<file path="config.mk">
export PLATFORM = sky130hd
export DESIGN_NAME = mj_reset_seq
export DESIGN_NICKNAME = d
export VERILOG_FILES = /design/src/rtl/mj_reset_seq.sv
export SDC_FILE = /design/constraint.sdc
export NUM_CORES = 1
export LEC_CHECK = 0
export BUFFER_PORTS_ARGS = -buffer_cell sky130_fd_sc_hd__buf_2
export CAP_MARGIN = 20
export CELL_PAD_IN_SITES_DETAIL_PLACEMENT = 1
export CELL_PAD_IN_SITES_GLOBAL_PLACEMENT = 2
export CORE_UTILIZATION = 34
export CTS_CLUSTER_DIAMETER = 60
export DETAILED_ROUTE_END_ITERATION = 10
export HOLD_SLACK_MARGIN = 0.03
export MAX_ROUTING_LAYER = met4
export PLACE_DENSITY = 0.81
export SYNTH_ARGS = -nofsm -noshare
export SYNTH_HDL_FRONTEND = slang
export SYNTH_SLANG_ARGS = --single-unit
</file>
<file path="constraint.sdc">
create_clock -name clk -period 2.6 [get_ports clk]
set_clock_uncertainty 0.2 [all_clocks]
set_input_delay 0.39 -clock clk [delete_from_list [all_inputs] [get_ports clk]]
set_output_delay 0.39 -clock clk [all_outputs]
set_load 0.02 [all_outputs]
</file>
<file path="src/rtl/mj_reset_seq.sv">
// ---------------------------------------------------------------------------
// mj_reset_seq -- reset sequencer for the picoJava-II core.
//
// Releases the I/O, cache and core reset domains in a fixed order:
//   ASSERT -> WAIT_LOCK -> IO_REL -> CACHE_INIT -> RUN
// There is a hold period between stages. Before the core leaves reset, the
// sequencer waits for the cache controllers to finish their invalidate sweep
// or for a timeout to expire. A soft reset request from RUN passes through
// SOFT and then re-runs the cache invalidate. I/O stays out of reset during
// that warm reset.
//
// Ports:
//   clk              core clock, rising edge
//   reset            synchronous active-high board reset
//   pll_lock         PLL locked (already synchronous to clk)
//   soft_rst_req     level request for a core+cache warm reset
//   cache_init_done  invalidate sweep complete (pulse or level)
//   io_reset_l       active-low reset, bus interface unit
//   cache_reset_l    active-low reset, I$/D$ controllers
//   core_reset_l     active-low reset, IU/SMU/FPU/spare cells
//   cache_init_start one-cycle pulse on the first cycle of CACHE_INIT
//   rst_state        current FSM state code (debug/scan)
//   rst_timeout      sticky flag, set when the cache init timed out
// ---------------------------------------------------------------------------
module mj_reset_seq #(
  parameter int HOLD_CYC       = 16,
  parameter int CACHE_INIT_TMO = 1024,
  parameter int CNT_W          = 12
) (
  input  logic       clk,
  input  logic       reset,
  input  logic       pll_lock,
  input  logic       soft_rst_req,
  input  logic       cache_init_done,
  output logic       io_reset_l,
  output logic       cache_reset_l,
  output logic       core_reset_l,
  output logic       cache_init_start,
  output logic [2:0] rst_state,
  output logic       rst_timeout
);

  typedef enum logic [2:0] {
    ST_ASSERT     = 3'd0,
    ST_WAIT_LOCK  = 3'd1,
    ST_IO_REL     = 3'd2,
    ST_CACHE_INIT = 3'd3,
    ST_RUN        = 3'd4,
    ST_SOFT       = 3'd5
  } state_t;

  localparam logic [CNT_W-1:0] HOLD_LAST = CNT_W'(HOLD_CYC - 1);
  localparam logic [CNT_W-1:0] TMO_LAST  = CNT_W'(CACHE_INIT_TMO - 1);

  // Release masks indexed by state code: bit n set means that domain is out
  // of reset in state n. Codes 6/7 keep every domain in reset.
  // Entry 0 = io, 1 = cache, 2 = core.
  localparam logic [7:0] REL_TABLE [3] = '{
    8'b0011_1100,
    8'b0001_1000,
    8'b0001_0000
  };

  state_t           state_reg, state_next;
  logic [CNT_W-1:0] cnt_reg, cnt_next;
  logic             timeout_reg, timeout_next;
  logic             start_reg, start_next;
  logic [2:0]       rel_reg, rel_next;

  // Next-state logic. Loss of PLL lock overrides everything except reset in
  // every state that has released a domain.
  always_comb begin
    state_next   = state_reg;
    cnt_next     = cnt_reg + CNT_W'(1);
    timeout_next = timeout_reg;
    start_next   = 1'b0;
    case (state_reg)
      ST_ASSERT: begin
        if (cnt_reg == HOLD_LAST) state_next = ST_WAIT_LOCK;
      end
      ST_WAIT_LOCK: begin
        if (pll_lock) state_next = ST_IO_REL;
      end
      ST_IO_REL, ST_SOFT: begin
        if (!pll_lock) begin
          state_next = ST_ASSERT;
        end else if (cnt_reg == HOLD_LAST) begin
          state_next = ST_CACHE_INIT;
          start_next = 1'b1;
        end
      end
      ST_CACHE_INIT: begin
        if (!pll_lock) begin
          state_next = ST_ASSERT;
        end else if (cache_init_done) begin
          // done wins over a coincident timeout
          state_next = ST_RUN;
        end else if (cnt_reg == TMO_LAST) begin
          state_next   = ST_RUN;
          timeout_next = 1'b1;
        end
      end
      ST_RUN: begin
        if (!pll_lock)         state_next = ST_ASSERT;
        else if (soft_rst_req) state_next = ST_SOFT;
      end
      default: state_next = ST_ASSERT;
    endcase
    if (state_next != state_reg) cnt_next = '0;
  end

  // The reset_l outputs are flopped from the next state rather than decoded
  // from the multi-bit state register, so they cannot glitch.
  genvar gi;
  generate
    for (gi = 0; gi < 3; gi++) begin : g_rel
      assign rel_next[gi] = REL_TABLE[gi][state_next];
    end
  endgenerate

  always_ff @(posedge clk) begin
    if (reset) begin
      state_reg   <= ST_ASSERT;
      cnt_reg     <= '0;
      timeout_reg <= 1'b0;
      start_reg   <= 1'b0;
      rel_reg     <= 3'b000;
    end else begin
      state_reg   <= state_next;
      cnt_reg     <= cnt_next;
      timeout_reg <= timeout_next;
      start_reg   <= start_next;
      rel_reg     <= rel_next;
    end
  end

  assign io_reset_l       = rel_reg[0];
  assign cache_reset_l    = rel_reg[1];
  assign core_reset_l     = rel_reg[2];
  assign cache_init_start = start_reg;
  assign rst_state        = state_reg;
  assign rst_timeout      = timeout_reg;

endmodule

</file>
==> impl_metrics.py <==
metrics = {
    "place": {
        "pre_cts_ws_ns": 0.340,
        "hpwl_um": 2150,
        "gp_congestion": 0.787,
        "port_buffers": 12,
    },
    "worst_hold_path": {
        "whs_endpoint": "rst_state[1]",
        "worst_hold_path.num_cells": 2,
        "holdCritPathClass": "in2reg",
        "hp-start": "reset",
    },
    "clock_tree": {
        "clockRootBuffer": "clkbuf_4",
        "clk_pin_slew_worst_paths_ns": 0.13,
        "cts_setup_buffers": 0,
        "cts-htree-levels": 1,
        "insertion_delay_ns": 0.31,
        "cts_made_buffers": 3,
        "cts_resized": 0,
        "cts.path.max_buffers": 2,
        "cts.sinks": 20,
        "holdBufCountCts": 0,
        "cts_tree": "done",
    },
    "routing": {
        "drtIter0Drc": 15,
        "wl_um": 2820,
        "vias": 998,
        "wl_per_cell_um": 15.2,
        "drc_errors": 0,
        "vias_per_cell": 5.39,
        "firstDrtPassIters": 4,
        "antenna_left": 0,
    },
    "worst_setup_path": {
        "crit_path_max_incr_delay_ns": 0.66,
        "cp_data_arrival_time_ns": 2.27,
        "crit_family": "simple AND/OR/NAND/NOR gates",
        "crit_required_ns": 2.61,
        "path_cells": "or4_1 > a2111oi_4 > o21ai_2 > o31ai_4 > buf_4 > nor3_1",
        "worstSetupPathType": "reg2reg",
        "path_max_fanout": 12,
        "critPathLaunchType": "flop",
        "reg2reg_slack_ns": 0.34,
        "cp_num_buf_inv": 1,
        "rr_worst_depth": 6,
        "end_kind": "flop",
        "r2r-start": "cnt_reg[11]",
        "slowest_stage": "or4_1",
        "r2r_end": "cnt_reg[9]",
    },
    "yosys": {
        "synth_cells": 128,
        "synth_area_um2": 1110,
        "synth-edff-count": 0,
        "syn_avg_cell_area_um2": 8.71,
        "netlist_top_cells_count": "dfxtp_1, nor3_1, nand3_1, xor2_1",
        "ys_warn_count": 0,
        "synth-main-ff-cell": "dfxtp_1",
        "synth.largest_area_cell": "dfxtp_1",
        "ys_seq_elements": 20,
        "yosysMostFrequentCell": "dfxtp_1",
        "synth.net_count": 134,
        "ys_seq_area_share_pct": 35.9,
        "async_reset_ff_share_pct": 0,
        "synth.area.top_cells": "dfxtp_1, nor3_1, xor2_1",
        "yosys.area.top_type_share_pct": 35.9,
        "synth_cell_types": 41,
    },
    "sta": {
        "maxSlewViolCount": 0,
        "relSlewSlack_pct": 70.6,
        "worst-slew-pin-transition_ns": 0.440,
        "max_freq_mhz": 442,
        "rsz0062_at_grt": "no",
        "finalSetupViolations": 0,
        "fin_crit_sh_pct": 87.0,
        "fin_ws_ns": 0.339,
        "period_minus_slack_ns": 2.26,
        "final.setup.tns_ns": 0,
        "finalHoldViolCount": 0,
    },
    "floorplanning": {
        "coreArea_um2": 3080,
        "io_pins": 13,
        "row_count": 20,
        "die_x_um": 59.3,
        "die_area_um2": 3510,
        "die_h_um": 59.3,
        "start_util_pct": 36.2,
    },
    "run": {
        "max_cap_viol_count": 0,
    },
    "finish": {
        "largest_reg_flops": 12,
        "syn2layout_area_growth_pct": 14.9,
        "n_fill_cell": 381,
        "n_antenna_cell": 0,
        "drive_gt1_share_pct": 22.0,
        "fin_nets": 148,
    },
    "grt": {
        "grt_pass1_wl_um": 4880,
        "grt_usage_pct": 19.2,
        "grt_pass1_vias": 1034,
        "antenna_found_initial": 0,
        "grt.overflow.total": 0,
        "grt_start_max_net_pins": 15,
    },
    "power": {
        "power_density_nw_per_um2": 473,
        "ir_worst_vdd_v": 0.000210,
        "static-leakage-power_nw": 0.499,
    },
    "outcome": {
        "outcome": "finished, final reports clean",
    },
}
worst reg2reg max path, stage by stage, from the launching register on:
cell and delay (ns):
dfxtp_1 0.36, or4_1 0.66, a2111oi_4 0.37, o21ai_2 0.10
o31ai_4 0.17, buf_4 0.22, nor3_1 0.08
layout make-up:
type	instances	area [um2]	area share, %
well taps	44	55.1	4.30
inverters	3	11.3	0.879
clock inverters	1	30.0	2.34
repair buffers	18	105	8.20
multi-input cells	96	657	51.3
clock buffers	3	22.5	1.76
flip-flops and latches	20	400	31.2
cell usage in the layout (no fill, tap or decap), types with 4 or more instances in the layout:
cell type | Yosys | layout
dfxtp_1 | 20 | 20
nor3_1 | 17 | 17
buf_2 | 3 | 12
nand3_1 | 8 | 8
xor2_1 | 8 | 8
nand2_1 | 6 | 6
nor2_1 | 6 | 6
buf_4 | 0 | 6
a21oi_1 | 4 | 4
nand4_1 | 4 | 4
layer usage:
metal / GRT usage (%) / part of all wire (%) / vias up
met5: - / 0 / -
met4: 5.10 / 0.53 / 0
met3: 3.71 / 2.3 / 2
met2: 32.4 / 48 / 11
met1: 23.2 / 49 / 485
li1: - / - / 500
power breakdown:
part / switching [mW] / internal, mW
logic: 0.0155 / 0.0121
clock network: 0.107 / 0.156
registers: 0.00507 / 0.311
worst max-delay path by stage:
stage	startpoint	end	slack [ns]	depth (start not counted)
detailed placement	cnt_reg[11]	cnt_reg[7]	0.34	6
global placement	cnt_reg[11]	cnt_reg[11]	0.39	6
CTS	cnt_reg[11]	cnt_reg[7]	0.32	6
floorplan	cnt_reg[7]	cnt_reg[10]	0.48	7
global route	cnt_reg[0]	cnt_reg[9]	0.22	7
finish	cnt_reg[11]	cnt_reg[9]	0.34	6
through the flow:
step / instance area (um2) / power [mW] / std cells / hold slack [ns] / util, %
after floorplan: 1110 / 0.338 / 128 / 0.256 / -
after global placement: 1230 / 0.349 / 181 / 0.247 / 39.9
after detailed placement: 1230 / 0.350 / 181 / 0.282 / 39.9
after CTS: 1280 / 0.613 / 185 / 0.117 / 41.6
after global routing: 1280 / 0.625 / 185 / 0.119 / 41.6
final: 1280 / 0.606 / 185 / 0.126 / 41.6
cell families after synthesis:
| logic type | synth area share (%) |
|---|---|
| DFF | 35.9 |
| xor gates and xnor gates | 8.64 |
| and+or+nand+nor | 36.5 |
| AOI/OAI and AO/OA | 11.8 |
| buffers and inverters | 5.16 |
| adders and majority gates | 2.02 |
Power figures use the tool's default switching activity.
